--- src/rtl/timer_pkg.sv ---
// Shared definitions for the countdown timer: FSM states, BCD limits,
// quick-start preset and a MIN_DIGITS legality check.
package timer_pkg;

  localparam int unsigned DIGIT_W = 4;

  typedef enum logic [1:0] {
    ST_IDLE  = 2'd0,
    ST_RUN   = 2'd1,
    ST_PAUSE = 2'd2,
    ST_DONE  = 2'd3
  } state_t;

  localparam logic [DIGIT_W-1:0] BCD_MAX       = 4'd9;
  localparam logic [DIGIT_W-1:0] SEC_TENS_MAX  = 4'd5;
  // +30 s adds 3 to the tens-of-seconds digit; a result of 6 or more carries a minute
  localparam logic [DIGIT_W-1:0] ADD30_TENS    = 4'd3;
  localparam logic [DIGIT_W-1:0] SEC_TENS_WRAP = 4'd6;
  // Quick-start preset 0:30
  localparam logic [DIGIT_W-1:0] QS_TENS       = 4'd3;
  localparam logic [DIGIT_W-1:0] QS_SECS       = 4'd0;

  function automatic bit min_digits_ok(input int unsigned n);
    return (n >= 1) && (n <= 4);
  endfunction

endpackage

--- src/rtl/countdown_timer_if.sv ---
// Keypad/control strobes and display/status outputs of the countdown timer.
// master: keypad/controller side, slave: timer side.
interface countdown_timer_if #(
  parameter int unsigned MIN_DIGITS = 2
);
  logic                    tick;
  logic [3:0]              digit;
  logic                    digit_valid;
  logic                    start;
  logic                    pause;
  logic                    cancel;
  logic                    add30;
  logic [4*MIN_DIGITS-1:0] minutes;
  logic [3:0]              tens_secs;
  logic [3:0]              secs;
  logic                    running;
  logic                    paused;
  logic                    timer_done;
  logic                    done_pulse;

  modport master (
    output tick, digit, digit_valid, start, pause, cancel, add30,
    input  minutes, tens_secs, secs, running, paused, timer_done, done_pulse
  );

  modport slave (
    input  tick, digit, digit_valid, start, pause, cancel, add30,
    output minutes, tens_secs, secs, running, paused, timer_done, done_pulse
  );
endinterface

--- src/rtl/bcd_digit.sv ---
// One BCD digit register.
// Ports: clk, clr (sync clear, top priority), load/load_val, shift/shift_in,
// dec (wraps 0 -> MAX), inc (wraps 9 -> 0), q (digit), zero_c (q == 0).
module bcd_digit
  import timer_pkg::*;
#(
  parameter logic [3:0] MAX = BCD_MAX
) (
  input  logic       clk,
  input  logic       clr,
  input  logic       load,
  input  logic [3:0] load_val,
  input  logic       shift,
  input  logic [3:0] shift_in,
  input  logic       dec,
  input  logic       inc,
  output logic [3:0] q,
  output logic       zero_c
);

  // Operation priority: clear > load > shift > decrement > increment
  always_ff @(posedge clk) begin
    if (clr) begin
      q <= 4'd0;
    end else if (load) begin
      q <= load_val;
    end else if (shift) begin
      q <= shift_in;
    end else if (dec) begin
      q <= (q == 4'd0) ? MAX : q - 4'd1;
    end else if (inc) begin
      q <= (q == BCD_MAX) ? 4'd0 : q + 4'd1;
    end
  end

  assign zero_c = (q == 4'd0);

endmodule

--- src/rtl/countdown_timer.sv ---
// BCD cook timer: keypad entry, start/pause/cancel, +30 s and quick start.
// Ports: CLK, clear (sync active-high reset), bus (slave modport):
//   strobes tick/digit_valid/start/pause/cancel/add30, digit;
//   registered outputs minutes/tens_secs/secs, running/paused/timer_done/done_pulse.
module countdown_timer
  import timer_pkg::*;
#(
  parameter int unsigned MIN_DIGITS  = 2,
  parameter bit          QUICK_START = 1'b1
) (
  input  logic               CLK,
  input  logic               clear,
  countdown_timer_if.slave   bus
);

  if (!min_digits_ok(MIN_DIGITS)) begin : g_bad_min_digits
    $error("countdown_timer: MIN_DIGITS must be in 1..4");
  end

  state_t state, state_next;

  logic       clr_c, shift_c, dec_c, add_c, qs_c;
  logic [3:0] secs_q, tens_q;
  logic       secs_zero_c, tens_zero_c;
  logic [3:0] min_q [MIN_DIGITS];
  logic [MIN_DIGITS-1:0] min_zero_c, min_nine_c, min_dec_c, min_inc_c;
  logic       value_zero_c, value_one_c, add_ok_c, carry_c, sat_c, digit_ok_c;
  logic [4:0] tens_sum_c;
  logic [3:0] tens_add_c;
  logic       borrow_c, ripple_c;

  // Value predicates
  assign value_zero_c = secs_zero_c & tens_zero_c & (&min_zero_c);
  assign value_one_c  = (secs_q == 4'd1) & tens_zero_c & (&min_zero_c);
  assign digit_ok_c   = (bus.digit <= BCD_MAX);

  // +30 s arithmetic on the tens digit; saturate when the minute chain would overflow
  assign add_ok_c   = (tens_q <= SEC_TENS_MAX);
  assign tens_sum_c = 5'(tens_q) + 5'(ADD30_TENS);
  assign carry_c    = (tens_sum_c >= 5'(SEC_TENS_WRAP));
  assign tens_add_c = carry_c ? 4'(tens_sum_c - 5'(SEC_TENS_WRAP)) : tens_sum_c[3:0];
  assign sat_c      = add_c & carry_c & (&min_nine_c);

  // State register and registered status outputs
  always_ff @(posedge CLK) begin
    if (clear) begin
      state          <= ST_IDLE;
      bus.running    <= 1'b0;
      bus.paused     <= 1'b0;
      bus.timer_done <= 1'b0;
      bus.done_pulse <= 1'b0;
    end else begin
      state          <= state_next;
      bus.running    <= (state_next == ST_RUN);
      bus.paused     <= (state_next == ST_PAUSE);
      bus.timer_done <= (state_next == ST_DONE);
      bus.done_pulse <= (state_next == ST_DONE) && (state != ST_DONE);
    end
  end

  // Next state and digit operations; strobe priority cancel > pause > start > add30 > digit > tick
  always_comb begin
    state_next = state;
    clr_c      = 1'b0;
    shift_c    = 1'b0;
    dec_c      = 1'b0;
    add_c      = 1'b0;
    qs_c       = 1'b0;
    unique case (state)
      ST_IDLE: begin
        if (bus.cancel) begin
          clr_c = 1'b1;
        end else if (bus.start) begin
          if (!value_zero_c) begin
            state_next = ST_RUN;
          end else if (QUICK_START) begin
            qs_c       = 1'b1;
            state_next = ST_RUN;
          end
        end else if (bus.add30) begin
          add_c = add_ok_c;
        end else if (bus.digit_valid) begin
          shift_c = digit_ok_c;
        end
      end
      ST_RUN: begin
        if (bus.cancel) begin
          clr_c      = 1'b1;
          state_next = ST_IDLE;
        end else if (bus.pause) begin
          state_next = ST_PAUSE;
        end else if (bus.add30) begin
          add_c = add_ok_c;
        end else if (bus.tick) begin
          dec_c = 1'b1;
          if (value_one_c) begin
            state_next = ST_DONE;
          end
        end
      end
      ST_PAUSE: begin
        if (bus.cancel) begin
          clr_c      = 1'b1;
          state_next = ST_IDLE;
        end else if (bus.start) begin
          state_next = ST_RUN;
        end else if (bus.add30) begin
          add_c = add_ok_c;
        end
      end
      ST_DONE: begin
        if (bus.start || bus.cancel || bus.digit_valid) begin
          clr_c      = 1'b1;
          state_next = ST_IDLE;
        end
      end
      default: state_next = ST_IDLE;
    endcase
  end

  // Minute chain: borrow ripples through zero digits, carry ripples through nines
  always_comb begin
    min_dec_c = '0;
    min_inc_c = '0;
    borrow_c  = dec_c & secs_zero_c & tens_zero_c;
    ripple_c  = add_c & carry_c & ~sat_c;
    for (int i = 0; i < int'(MIN_DIGITS); i++) begin
      min_dec_c[i] = borrow_c;
      min_inc_c[i] = ripple_c;
      borrow_c     = borrow_c & min_zero_c[i];
      ripple_c     = ripple_c & min_nine_c[i];
    end
  end

  bcd_digit #(.MAX(BCD_MAX)) u_secs (
    .clk      (CLK),
    .clr      (clear | clr_c),
    .load     (qs_c | sat_c),
    .load_val (sat_c ? BCD_MAX : QS_SECS),
    .shift    (shift_c),
    .shift_in (bus.digit),
    .dec      (dec_c),
    .inc      (1'b0),
    .q        (secs_q),
    .zero_c   (secs_zero_c)
  );

  bcd_digit #(.MAX(SEC_TENS_MAX)) u_tens (
    .clk      (CLK),
    .clr      (clear | clr_c),
    .load     (qs_c | add_c),
    .load_val (sat_c ? SEC_TENS_MAX : (qs_c ? QS_TENS : tens_add_c)),
    .shift    (shift_c),
    .shift_in (secs_q),
    .dec      (dec_c & secs_zero_c),
    .inc      (1'b0),
    .q        (tens_q),
    .zero_c   (tens_zero_c)
  );

  for (genvar i = 0; i < int'(MIN_DIGITS); i++) begin : g_min
    logic [3:0] shift_in_c;
    if (i == 0) begin : g_lsd
      assign shift_in_c = tens_q;
    end else begin : g_upper
      assign shift_in_c = min_q[i-1];
    end

    bcd_digit #(.MAX(BCD_MAX)) u_min (
      .clk      (CLK),
      .clr      (clear | clr_c),
      .load     (qs_c | sat_c),
      .load_val (sat_c ? BCD_MAX : 4'd0),
      .shift    (shift_c),
      .shift_in (shift_in_c),
      .dec      (min_dec_c[i]),
      .inc      (min_inc_c[i]),
      .q        (min_q[i]),
      .zero_c   (min_zero_c[i])
    );

    assign min_nine_c[i]        = (min_q[i] == BCD_MAX);
    assign bus.minutes[4*i +: 4] = min_q[i];
  end

  assign bus.tens_secs = tens_q;
  assign bus.secs      = secs_q;

endmodule

--- src/flat_wrapper.sv ---
// flat-port wrapper written by rule: the top's interface ports become plain ports
module countdown_timer_flat import timer_pkg::*;
#(
  parameter int unsigned MIN_DIGITS  = 2,
  parameter bit          QUICK_START = 1'b1
)
  (CLK, clear, bus_tick, bus_digit, bus_digit_valid, bus_start, bus_pause, bus_cancel, bus_add30, bus_minutes, bus_tens_secs, bus_secs, bus_running, bus_paused, bus_timer_done, bus_done_pulse);
  countdown_timer_if #(.MIN_DIGITS(MIN_DIGITS)) bus_i ();
  input  logic CLK;
  input  logic clear;
  input wire logic [$bits(bus_i.tick)-1:0] bus_tick;
  input wire logic [$bits(bus_i.digit)-1:0] bus_digit;
  input wire logic [$bits(bus_i.digit_valid)-1:0] bus_digit_valid;
  input wire logic [$bits(bus_i.start)-1:0] bus_start;
  input wire logic [$bits(bus_i.pause)-1:0] bus_pause;
  input wire logic [$bits(bus_i.cancel)-1:0] bus_cancel;
  input wire logic [$bits(bus_i.add30)-1:0] bus_add30;
  output wire logic [$bits(bus_i.minutes)-1:0] bus_minutes;
  output wire logic [$bits(bus_i.tens_secs)-1:0] bus_tens_secs;
  output wire logic [$bits(bus_i.secs)-1:0] bus_secs;
  output wire logic [$bits(bus_i.running)-1:0] bus_running;
  output wire logic [$bits(bus_i.paused)-1:0] bus_paused;
  output wire logic [$bits(bus_i.timer_done)-1:0] bus_timer_done;
  output wire logic [$bits(bus_i.done_pulse)-1:0] bus_done_pulse;
  assign bus_i.tick = bus_tick;
  assign bus_i.digit = bus_digit;
  assign bus_i.digit_valid = bus_digit_valid;
  assign bus_i.start = bus_start;
  assign bus_i.pause = bus_pause;
  assign bus_i.cancel = bus_cancel;
  assign bus_i.add30 = bus_add30;
  assign bus_minutes = bus_i.minutes;
  assign bus_tens_secs = bus_i.tens_secs;
  assign bus_secs = bus_i.secs;
  assign bus_running = bus_i.running;
  assign bus_paused = bus_i.paused;
  assign bus_timer_done = bus_i.timer_done;
  assign bus_done_pulse = bus_i.done_pulse;
  countdown_timer #(.MIN_DIGITS(MIN_DIGITS), .QUICK_START(QUICK_START)) u_core (.CLK(CLK), .clear(clear), .bus(bus_i));
endmodule
--- config.mk ---
export PLATFORM = sky130hd
export DESIGN_NAME = countdown_timer_flat
export DESIGN_NICKNAME = d
export VERILOG_FILES = /design/src/rtl/timer_pkg.sv /design/src/rtl/countdown_timer_if.sv /design/src/rtl/bcd_digit.sv /design/src/rtl/countdown_timer.sv /design/src/flat_wrapper.sv
export SDC_FILE = /design/constraint.sdc
export NUM_CORES = 1
export LEC_CHECK = 0
export ABC_AREA = 1
export CAP_MARGIN = 20
export CELL_PAD_IN_SITES_DETAIL_PLACEMENT = 1
export CELL_PAD_IN_SITES_GLOBAL_PLACEMENT = 2
export CORE_MARGIN = 2
export CORE_UTILIZATION = 29
export DETAILED_ROUTE_END_ITERATION = 10
export PLACE_DENSITY_LB_ADDON = 0.1
export SETUP_SLACK_MARGIN = 0.3
export SLEW_MARGIN = 20
export SYNTH_ARGS = -nofsm -noshare
export SYNTH_HDL_FRONTEND = slang
export SYNTH_SLANG_ARGS = --single-unit
--- constraint.sdc ---
create_clock -name CLK -period 2.3 [get_ports CLK]
set_input_delay 0.46 -clock CLK [delete_from_list [all_inputs] [get_ports CLK]]
set_output_delay 0.46 -clock CLK [all_outputs]
set_load 0.05 [all_outputs]
# Word level (Yosys, flattened, before mapping)
# Cells that the tools add are included.
# W data, S select, Z words.
# classes
n_addsub	8
order_cmp	3
n_eq_ne	10
n_mux	57
bitwise	15
reduce_logical	16
# op_table
cell	count
$mux W4	24
$mux W1	21
$mux W2	9
$logic_not A4 Y1	4
$sub A4 B1 Y4 const B	4
$and A1 B1 Y1	11
$add A4 B1 Y4 const B	2
$eq A2 B2 Y1 const B	4
$eq A4 B4 Y1 const B	2
$pmux W2 S4	1
$reduce_bool A4 Y1	2
$reduce_bool A3 Y1	2
$add A4 B2 Y5 const B	1
$ge A5 B3 Y1 const B	1
$eq A2 B1 Y1 const B	2
$eq A4 B1 Y1 const B	1
$le A4 B3 Y1 const B	1
$le A4 B4 Y1 const B	1
$pmux W1 S2	2
$reduce_and A2 Y1	2
$sub A4 B3 Y4 const B	1
$or A1 B1 Y1	3
$reduce_or A3 Y1	1
$logic_not A2 Y1	1
5 further kinds	6
# word_totals
reg_bits	22
inputBits	12
output_inout_bits	20
word_cells	118

# Depth between registers and ports, before layout
# depth
word_depth	14
ltp_mapped	12
depth_no_buf	12

# Cells and area by module
# From an unflattened synthesis, not the netlist that was laid out.
# hier_totals
hier_cells	387
hier_area_um2	2180.8
# by_module_without_submodules
mod	n_inst	cells_each	area_per_inst_um2
bcd_digit at u_core.g_min[0].u_min ...	3	68	376.6
countdown_timer	1	114	684.4
bcd_digit at u_core.u_tens	1	69	366.6

# Worst setup path after synthesis
# No wires, ideal clock.
# synth_timing
path_type	reg2reg
startpoint	register u_core.u_tens.q[0]
endpoint	register u_core.u_tens.q[3]
setup_time_ns	0.119
arrival_time_ns	2.159
required_ns	2.181
path_slack_ns	0.021
path_stages_with_launch	13
synth_period_minus_slack_ns	2.279
path_cell_list	dfxtp_1 -> inv_1 -> ha_1 -> nand2_1 -> inv_1 -> or2_2 -> inv_1 -> ha_1 -> xor2_1 -> xnor2_1 -> nor2_1 -> nand3_1 -> a21oi_1
# synth_between
elab_chain_cells	10
# synth_lines
element	line_no	source
from (decl)	bcd_digit.sv:17	output logic [3:0] q,
from (signal assigned)	bcd_digit.sv:26	q <= load_val;
from (signal assigned)	bcd_digit.sv:28	q <= shift_in;
from (signal assigned)	bcd_digit.sv:30	q <= (q == 4'd0) ? MAX : q - 4'd1;
parallel branches: the longest is 10 deep, another holds $add A4 B2 Y5	-	
# Several ways; the timed one is not identified. The select of a mux whose other input is x is not followed.
# A chain may end at the register's enable or synchronous reset.

# Final worst setup path
# layout_timing
startpoint	register u_core.g_min[0].u_min.q[1]
endpoint	output bus_minutes[1]
# layout_lines
element	line_no	source
from (decl)	bcd_digit.sv:17	
from (signal assigned)	bcd_digit.sv:26	
from (signal assigned)	bcd_digit.sv:28	
from (signal assigned)	bcd_digit.sv:30	
to (decl)	flat_wrapper.sv:18	output wire logic [$bits(bus_i.minutes)-1:0] bus_minutes;
# No word-level cell between the ends.

==> impl_metrics.json <==
{
  "wl_per_cell_um": 13.9,
  "tightest_slew_ps": 500,
  "drc": 0,
  "p_total_mw": 1.49,
  "netlist.area_leader.share_pct": 20.2,
  "areaGrowthSynthToFinish_pct": 28.4,
  "dr.pass1.iters": 4,
  "syn_inst": 344,
  "crit_chain": "clkdlybuf4s50_1",
  "cp.depth": 1,
  "reg2regPathDepth": 14,
  "cp_max_fo": 4,
  "drt_iter0_drc": 48,
  "maxCapViolations": 0,
  "hold_depth": 2,
  "min_period_ps": 1970,
  "grt_pass1_vias": 2335,
  "diodes": 0,
  "cts_tree": "done",
  "rows": 31,
  "pwr_density_cell_nw_per_um2": 532,
  "cts_buffer_depth": 2,
  "crit_arrival_ps": 1510,
  "slowest_delay_ps": 830,
  "clock_latency_ps": 290,
  "worstHoldPathType": "flop to flop",
  "clkSlewWorstSetupHoldPaths_ps": 90,
  "clock.fmax_mhz": 507,
  "cts_num_sinks": 22,
  "cp_num_buf_inv": 1,
  "postRouteAntennaNets": 0,
  "synth-seq-cells": 22,
  "slowest_stage": "clkdlybuf4s50_1",
  "ir_drop_mv": 0.237,
  "portBuffers": 31,
  "finalHoldViolations": 0,
  "grt_max_degree": 21,
  "htree_levels": 1,
  "grt_usage_pct": 17.6,
  "outcome": "finished, final reports clean",
  "synth.distinct_cells": 36,
  "initial_utilization_pct": 30.1,
  "cp.required_ps": 1840,
  "wl_met3_um": 151,
  "finalCritPeriodShare_pct": 85.7,
  "synthesis.nets": 366,
  "wl_met1_um": 3350,
  "post_dp_cell_area_um2": 2620,
  "drive_gt1_share_pct": 21.4,
  "synth_area_um2": 2180,
  "finish.instance_area_um2": 2800,
  "rsz0062_at_grt": "true",
  "cts_root_buffer": "clkbuf_8",
  "met2_wirelength_um": 3130,
  "synth_warnings": 0,
  "yosysTopAreaCell": "dfxtp_1",
  "ios": 32,
  "vias": 2206,
  "leakagePower_nw": 1.46,
  "die_area_um2": 8230,
  "routabilityCongestion": 0.830,
  "chipWidth_um": 90.7,
  "final_nets": 407,
  "routed_wl_um": 6710,
  "start_kind": "flop",
  "top_layer": "met4",
  "drt-vias-per-instance": 4.57,
  "path_class": "flop to primary output",
  "slew_violations": 0,
  "endpoint_kind": "primary output",
  "setup_viol": 0,
  "fin_hold_ws_ps": 537,
  "die_y_um": 90.7,
  "slew_headroom_pct": 66.6,
  "hpwl_um": 5270,
  "synth_area_leaders": "dfxtp_1 (20%), nand2_1 (15%), nor2_1 (7.9%), inv_1 (7.1%), ha_1 (5.7%)",
  "final_common_cell": "nand2_1",
  "synth_seq_area_share_pct": 20.2,
  "fin_setup_tns_ps": 0,
  "final_cell_mix": "nand2_1 (87), nor2_1 (41), inv_1 (36), nand3_1 (23), clkdlybuf4s50_1 (18)",
  "antenna_found_initial": 0,
  "grt-ovfl-total": 0,
  "cp_top_family": "buffers and inverters",
  "core_area_um2": 7250,
  "cts_buffers": 3,
  "fin_worst_skew_ps": 13.3,
  "grt_pass1_wl_um": 11700,
  "syn_avg_cell_area_um2": 6.34
}
## per-layer routing
layer | vias to the layer above | global-route usage (%)
met5 | - | 0
met4 | 0 | 4.62
met3 | 5 | 1.50
met2 | 27 | 29.6
met1 | 1000 | 24.1
li1 | 1174 | -
## power breakdown
| part | switching [mW] | total (mW) | leakage, nW | internal [mW] |
|---|---|---|---|---|
| Sequential | 0.0409 | 0.446 | 0.181 | 0.406 |
| Combinational | 0.482 | 0.729 | 1.25 | 0.246 |
| Clock | 0.161 | 0.315 | 0.0288 | 0.154 |
## state kept, by name, summed over array words and instances (netlist names)
name / cells
u_core.bus.timer_done: 1
u_core.state: 2
u_core.bus.done_pulse: 1
u_core.u_secs.q: 4
u_core.bus.paused: 1
u_core.g_min.u_min.q: 8
u_core.bus.running: 1
u_core.u_tens.q: 4
## synth_stat cells
cell type  number
ha_1           10
nand4_2         1
nor2_2          3
nand2_2         9
nor2_4          8
a31oi_1         1
clkinv_1        1
o21ai_1        10
nor3_1          2
dfxtp_1        22
nand2_4         2
o21ai_0        11
o21ai_2         1
o211ai_1        5
or2_2           1
nand3_2         6
nor2_1         46
nor2_8          2
nand3b_1        1
o2111ai_1       1
buf_2           1
inv_2          10
buf_6           3
o21bai_1        1
nand2_1        88
nand4_1         5
nand2_8         1
or2_1           1
nand3_1        25
inv_1          41
a21oi_1        13
xnor2_1         1
nand3_4         2
buf_4           1
nand4_4         1
xor2_1          7
## cell families after synthesis
| group | count (synthesis) | synth area share [%] |
|---|---|---|
| buffers and inverters | 57 | 11.1 |
| XOR/XNOR | 8 | 3.21 |
| AND/OR/NAND/NOR | 204 | 48.9 |
| flip-flops | 22 | 20.2 |
| adder cells (fa/ha/maj) | 10 | 5.73 |
| AO/OA/AOI/OAI | 43 | 11.0 |
## per-stage QoR
step                cells  worst slack (ps)  utilization (%)
floorplan             344               305                -
finish                483               328             38.6
global placement      473              46.1             36.1
CTS                   481               304             37.6
global route          483               267             38.6
detailed placement    473              28.1             36.1
## path summary, 6_finish.rpt
path                                              endpoint  slack, ps                        from
worst min register to register          u_core.u_secs.q[3]        540          u_core.u_secs.q[3]
worst max-delay path                        bus_minutes[1]        330  u_core.g_min[0].u_min.q[1]
worst min-delay path                    u_core.u_secs.q[3]        540          u_core.u_secs.q[3]
worst max register to register  u_core.g_min[1].u_min.q[0]        460          u_core.u_tens.q[1]
## layout make-up
class / instances / area, um2
clock buffer: 4 / 55.1
fill: 953 / 4450
inverter: 52 / 196
multi-input combinational: 265 / 1570
sequential: 22 / 452
tap: 99 / 124
timing repair buffer: 41 / 405
## timing repair
action,CTS,global route
gates cloned,0,0
endpoints found under the hold margin,0,0
setup buffers,4,2
resized for setup,15,22
endpoints found under the setup margin,26,22
hold buffers,0,0
pin swaps,0,7
No activity file was read; power rests on OpenSTA's default activity.
